File: src/rtl/uart_pkg.sv
// Shared definitions for the uart host: register map, STATUS bit positions
// and the TX launch FSM encoding.
package uart_pkg;

  localparam logic [1:0] UART_REG_DATA   = 2'd0;
  localparam logic [1:0] UART_REG_STATUS = 2'd1;
  localparam logic [1:0] UART_REG_BAUD   = 2'd2;
  localparam logic [1:0] UART_REG_IRQ_EN = 2'd3;

  localparam int STAT_RX_VALID   = 0;
  localparam int STAT_TX_FULL    = 1;
  localparam int STAT_TX_IDLE    = 2;
  localparam int STAT_RX_OVERRUN = 3;

  typedef enum logic {
    TX_IDLE  = 1'b0,
    TX_GUARD = 1'b1
  } tx_state_e;

endpackage

File: src/rtl/uart_fifo.sv
// Synchronous FIFO with one-extra-bit pointers so full and empty are distinct.
// A push on a full FIFO is accepted only when a pop frees a slot on the same edge.
module uart_fifo #(
  parameter int WIDTH = 8,
  parameter int DEPTH = 16
) (
  input  logic             clk_i,
  input  logic             rst_n_i,
  input  logic             push_i,
  input  logic             pop_i,
  input  logic [WIDTH-1:0] wdata_i,
  output logic [WIDTH-1:0] head_o,
  output logic             full_o,
  output logic             empty_o
);

  localparam int AW = $clog2(DEPTH);
  localparam logic [AW:0] PTR_ONE = {{AW{1'b0}}, 1'b1};

  logic [WIDTH-1:0] mem_q [DEPTH];
  logic [AW:0]      wr_ptr_q, wr_ptr_d;
  logic [AW:0]      rd_ptr_q, rd_ptr_d;
  logic             do_push, do_pop;

  assign empty_o = (wr_ptr_q == rd_ptr_q);
  assign full_o  = (wr_ptr_q[AW] != rd_ptr_q[AW]) &&
                   (wr_ptr_q[AW-1:0] == rd_ptr_q[AW-1:0]);
  assign do_pop  = pop_i && !empty_o;
  assign do_push = push_i && (!full_o || do_pop);
  assign head_o  = mem_q[rd_ptr_q[AW-1:0]];

  always_comb begin
    wr_ptr_d = wr_ptr_q;
    rd_ptr_d = rd_ptr_q;
    if (do_push) wr_ptr_d = wr_ptr_q + PTR_ONE;
    if (do_pop)  rd_ptr_d = rd_ptr_q + PTR_ONE;
  end

  always_ff @(posedge clk_i or negedge rst_n_i) begin
    if (!rst_n_i) begin
      wr_ptr_q <= '0;
      rd_ptr_q <= '0;
    end else begin
      wr_ptr_q <= wr_ptr_d;
      rd_ptr_q <= rd_ptr_d;
    end
  end

  // Storage needs no reset: reads are gated by empty_o.
  always_ff @(posedge clk_i) begin
    if (do_push) mem_q[wr_ptr_q[AW-1:0]] <= wdata_i;
  end

endmodule

File: src/rtl/uart_host.sv
// Bus-side controller for the 8N1 uart core: TX/RX FIFOs, BAUD register, status.
// Optional interrupt enable register and irq_o are built when UART_HOST_IRQ_EN is defined.
module uart_host
  import uart_pkg::*;
#(
  parameter int          TX_DEPTH   = 16,
  parameter int          RX_DEPTH   = 16,
  parameter logic [15:0] BAUD_RESET = 16'd103
) (
  input  logic        clk_i,
  input  logic        rst_n_i,
  input  logic [1:0]  addr_i,
  input  logic [31:0] wdata_i,
  input  logic        we_i,
  input  logic        re_i,
  output logic [31:0] rdata_o,
  output logic [7:0]  uart_tx_data_o,
  output logic        uart_tx_start_o,
  input  logic        uart_tx_busy_i,
  input  logic [7:0]  uart_rx_data_i,
  input  logic        uart_rx_ready_i,
  output logic [15:0] uart_compare_o,
  output logic        irq_o
);

  logic [7:0]  tx_head, rx_head;
  logic        tx_full, tx_empty, rx_full, rx_empty;
  logic        tx_push, tx_start, rx_pop, tx_idle;
  tx_state_e   tx_state_q, tx_state_d;
  logic [15:0] baud_q, baud_d;
  logic        rx_overrun_q, rx_overrun_d;
  logic [31:0] rdata_q, rdata_d;
  logic [31:0] status;
  logic        unused_wdata;

  assign unused_wdata = ^wdata_i[31:16];

  assign tx_push = we_i && (addr_i == UART_REG_DATA);
  assign rx_pop  = re_i && (addr_i == UART_REG_DATA) && !rx_empty;

  uart_fifo #(.WIDTH(8), .DEPTH(TX_DEPTH)) u_tx_fifo (
    .clk_i   (clk_i),
    .rst_n_i (rst_n_i),
    .push_i  (tx_push),
    .pop_i   (tx_start),
    .wdata_i (wdata_i[7:0]),
    .head_o  (tx_head),
    .full_o  (tx_full),
    .empty_o (tx_empty)
  );

  uart_fifo #(.WIDTH(8), .DEPTH(RX_DEPTH)) u_rx_fifo (
    .clk_i   (clk_i),
    .rst_n_i (rst_n_i),
    .push_i  (uart_rx_ready_i),
    .pop_i   (rx_pop),
    .wdata_i (uart_rx_data_i),
    .head_o  (rx_head),
    .full_o  (rx_full),
    .empty_o (rx_empty)
  );

  // GUARD covers the cycle before the uart reflects the start on busy.
  always_comb begin
    tx_state_d = tx_state_q;
    tx_start   = 1'b0;
    case (tx_state_q)
      TX_IDLE: begin
        if (!tx_empty && !uart_tx_busy_i) begin
          tx_start   = 1'b1;
          tx_state_d = TX_GUARD;
        end
      end
      TX_GUARD: tx_state_d = TX_IDLE;
      default:  tx_state_d = TX_IDLE;
    endcase
  end

  assign uart_tx_start_o = tx_start;
  assign uart_tx_data_o  = tx_start ? tx_head : 8'h00;
  assign tx_idle         = tx_empty && (tx_state_q == TX_IDLE) && !uart_tx_busy_i;

  always_comb begin
    status                  = '0;
    status[STAT_RX_VALID]   = !rx_empty;
    status[STAT_TX_FULL]    = tx_full;
    status[STAT_TX_IDLE]    = tx_idle;
    status[STAT_RX_OVERRUN] = rx_overrun_q;
  end

  // A fresh overrun wins over a software clear on the same edge.
  always_comb begin
    baud_d       = baud_q;
    rx_overrun_d = rx_overrun_q;
    if (we_i && (addr_i == UART_REG_BAUD)) baud_d = wdata_i[15:0];
    if (we_i && (addr_i == UART_REG_STATUS) && wdata_i[STAT_RX_OVERRUN]) rx_overrun_d = 1'b0;
    if (uart_rx_ready_i && rx_full && !rx_pop) rx_overrun_d = 1'b1;
  end

`ifdef UART_HOST_IRQ_EN
  logic [1:0] irq_en_q, irq_en_d;
  logic       irq_q, irq_d;

  always_comb begin
    irq_en_d = irq_en_q;
    if (we_i && (addr_i == UART_REG_IRQ_EN)) irq_en_d = wdata_i[1:0];
    irq_d = (!rx_empty && irq_en_q[0]) || (tx_idle && irq_en_q[1]) ||
            (rx_overrun_q && irq_en_q[0]);
  end

  always_ff @(posedge clk_i or negedge rst_n_i) begin
    if (!rst_n_i) begin
      irq_en_q <= 2'b00;
      irq_q    <= 1'b0;
    end else begin
      irq_en_q <= irq_en_d;
      irq_q    <= irq_d;
    end
  end

  assign irq_o = irq_q;
`else
  assign irq_o = 1'b0;
`endif

  always_comb begin
    rdata_d = rdata_q;
    if (re_i) begin
      case (addr_i)
        UART_REG_DATA:   rdata_d = {24'h0, rx_empty ? 8'h00 : rx_head};
        UART_REG_STATUS: rdata_d = status;
        UART_REG_BAUD:   rdata_d = {16'h0, baud_q};
        default: begin
`ifdef UART_HOST_IRQ_EN
          rdata_d = {30'h0, irq_en_q};
`else
          rdata_d = 32'h0;
`endif
        end
      endcase
    end
  end

  always_ff @(posedge clk_i or negedge rst_n_i) begin
    if (!rst_n_i) begin
      tx_state_q   <= TX_IDLE;
      baud_q       <= BAUD_RESET;
      rx_overrun_q <= 1'b0;
      rdata_q      <= '0;
    end else begin
      tx_state_q   <= tx_state_d;
      baud_q       <= baud_d;
      rx_overrun_q <= rx_overrun_d;
      rdata_q      <= rdata_d;
    end
  end

  assign rdata_o        = rdata_q;
  assign uart_compare_o = baud_q;

endmodule

File: config.mk
export PLATFORM = sky130hd
export DESIGN_NAME = uart_host
export DESIGN_NICKNAME = d
export VERILOG_FILES = /design/src/rtl/uart_pkg.sv /design/src/rtl/uart_fifo.sv /design/src/rtl/uart_host.sv
export SDC_FILE = /design/constraint.sdc
export NUM_CORES = 1
export LEC_CHECK = 0
export CAP_MARGIN = 5
export CORE_MARGIN = 8
export CORE_UTILIZATION = 55
export CTS_BUF_LIST = sky130_fd_sc_hd__clkbuf_16
export DETAILED_ROUTE_END_ITERATION = 8
export GPL_TIMING_DRIVEN = 1
export HOLD_SLACK_MARGIN = 0.08
export PLACE_DENSITY_LB_ADDON = 0.15
export SYNTH_ARGS = -nofsm -noshare
export SYNTH_HDL_FRONTEND = slang
export SYNTH_SLANG_ARGS = --single-unit
File: constraint.sdc
create_clock -name clk_i -period 3.9 [get_ports clk_i]
set_input_delay 0.78 -clock clk_i [delete_from_list [all_inputs] [get_ports clk_i]]
set_output_delay 0.78 -clock clk_i [all_outputs]
set_load 0.01 [all_outputs]
==> impl_metrics.tcl, run 1 <==
set metrics [dict create \
    fin_tns_setup_ns 0 \
    grt_max_degree 37 \
    io_pins 106 \
    synth_edf_count 256 \
    peakVddDrop_mv 0.435 \
    cp-end-kind "output port" \
    muxShareOfSynthArea 0.164 \
    synth.area.top_cells "edfxtp_1 61%, mux4_2 13%, dfrtp_1 9.7%" \
    yosysWarnings 0 \
    synthSimpleGateAreaFrac 0.0373 \
    setup_viol 0 \
    cap_violations 0 \
    synth-async-reset-ratio 0.174 \
    vias 6261 \
    synth_seq_cells 310 \
    final.setup_skew_ns 0.0109 \
    fmax_mhz 268 \
    die_h_um 168 \
    hold_path_class "in2async" \
    clk_pin_slew_ns 0.06 \
    place_congestion 0.754 \
    design.die.area_um2 28100 \
    cts_tree "done" \
    grt_pass1_wl_mm 38.9 \
    drc 0 \
    yosysSeqAreaShare 0.714 \
    yosys.area.top_type "edfxtp_1" \
    dp_hpwl_mm 16.7 \
    synth_compound_area_frac 0.0277 \
    min_period_ns 3.73 \
    post-place-ws_ns 0.527 \
    ys_types 49 \
    post_cts_buffers 0 \
    required_ns 3.12 \
    grtUsageTotal 0.179 \
    start_util 0.559 \
    syn_inst 645 \
    cts_hold_buf 0 \
    rsz0062_at_grt "no" \
    timing.final.ws_setup_ns 0.168 \
    placed_area_um2 13700 \
    synth_common_cells "256 x edfxtp_1, 72 x mux4_2, 49 x dfrtp_1" \
    drive_gt1_frac 0.237 \
    drt_pass1_iterations 5 \
    viasPerCell 5.95 \
    dp.cells 995 \
    synth_xor_area_frac 0.0193 \
    cts_resized 0 \
    drv_slew 0 \
    netlist.area_leader.share 0.607 \
    worstPathMaxFanout 36 \
    diodes 0 \
    fin_util 0.648 \
    min_period_over_period 0.957 \
    layout.nets 801 \
    power_mw 9.79 \
    ant_nets 0 \
    drt_iter0_drc 432 \
    die_w_um 168 \
    layoutNonFillerInstCount 1053 \
    cts-root-buf "clkbuf_16" \
    wl_per_cell_um 23.9 \
    synth_adder_area_share 0.00988 \
    insertion_delay_ns 0.55 \
    finalHoldViolCount 0 \
    cp.arrival_ns 2.95 \
    synth_top_family_by_area "multiplexers" \
    grt_remaining_overflow 0 \
    synth_most_common_cell "edfxtp_1" \
    syn2layout_area_growth_pct 15.8 \
    power.density_nw_per_um2 668 \
    portBuffers 72 \
    critPathLaunchType "register" \
    cts_max_path_buffers 3 \
    worst-slew-pin-transition_ns 1.13 \
    routed_wl_mm 25.2 \
    path_class "reg2out" \
    syn-mean-instance-area_um2 19.6 \
    synthFlopType "edfxtp_1" \
    slew_headroom 0.246 \
    grt_antenna_before_repair 0 \
    cts.htree.levels 1 \
    final_cell_area_um2 14700 \
    cts.sinks 310 \
    fp.coreArea_um2 22600 \
    grt_pass1_vias 6504 \
    cts_buffers 31 \
    core.rowCount 55 \
    p_leak_nw 5.04 \
    timing.hold.ws_ns 0.282 \
    syn_area_um2 12700 \
    status "finished, final reports clean" \
]
layout by cell type, fill, tap and decap left out, drive strengths merged, types with 16 or more instances in the layout:
cell           count
edfxtp           256
mux4              72
clkdlybuf4s50     71
dfrtp             49
clkbuf            31
buf               29
mux2              28
xnor2             24
and3              18
clkinv            18
conb              17
inv               16
layer usage:
metal | up-vias | part of all wire | track usage
met4 | 0 | 0.021 | 0.0466
li1 | 2763 | - | -
met2 | 185 | 0.47 | 0.280
met5 | - | 0 | 0
met3 | 41 | 0.057 | 0.0313
met1 | 3272 | 0.45 | 0.258
cells by family (layout without fill, tap and decap cells):
logic type | count (synthesis) | in the layout
other | 1 | 17
AOI/OAI and AO/OA | 44 | 44
DFF | 310 | 310
and+or+nand+nor | 80 | 80
buffers and inverters | 59 | 166
adders and majority gates | 10 | 10
muxes | 114 | 114
xor gates and xnor gates | 27 | 27
power breakdown:
part	switching [mW]	total, mW	leakage [nW]	internal [mW]
registers	0.279	4.22	2.97	3.94
clock network	1.17	2.67	0.488	1.50
logic	1.41	2.90	1.58	1.49
total	2.85	9.79	5.04	6.93
worst paths after layout:
path                                             from                    end  slack (ns)  cells past startpoint
worst min register to register  u_rx_fifo.rd_ptr_q[4]  u_rx_fifo.rd_ptr_q[4]        0.49                      1
worst min-delay path                          rst_n_i     uart_compare_o[13]        0.28                      1
worst max-delay path            u_tx_fifo.rd_ptr_q[0]      uart_tx_data_o[6]        0.17                      5
worst max register to register  u_tx_fifo.wr_ptr_q[3]  u_tx_fifo.mem_q[5][2]        1.06                      4
min in group clk_i              u_rx_fifo.rd_ptr_q[4]  u_rx_fifo.rd_ptr_q[4]        0.49                      1
max in group asynchronous                     rst_n_i      uart_compare_o[1]        2.79                      2
registers in the layout (all words and copies together) (netlist names):
register,cells
u_tx_fifo.mem_q,128
u_rx_fifo.mem_q,128
u_rx_fifo.rd_ptr_q,5
u_rx_fifo.wr_ptr_q,5
uart_compare_o,16
rx_overrun_q,1
u_tx_fifo.rd_ptr_q,5
u_tx_fifo.wr_ptr_q,5
rdata_o,16
tx_state_q,1
area by class of cell:
cell class | instances | area [µm²]
clock buffers | 31 | 776
clock inverters | 27 | 153
fillers | 1550 | 7980
inverters | 8 | 30.0
multi-input cells | 292 | 3360
flip-flops and latches | 310 | 9050
well taps | 285 | 357
repair buffers | 100 | 938
worst max-delay path, stage by stage, from the launching register on:
cell             delay, ns
dfrtp_2               0.37
buf_12                0.27
mux4_2                0.57
mux4_2                0.52
nor2b_1               0.15
clkdlybuf4s50_1       0.49
Power figures use the tool's default switching activity.
==> run 2, diff against run 1 <==
Settings changed: GPL_ROUTABILITY_DRIVEN set to 0, HOLD_SLACK_MARGIN 0.08 to unset.
==> results of run 2 <==
Final layout, timing and power as in run 1 (identical DEF).
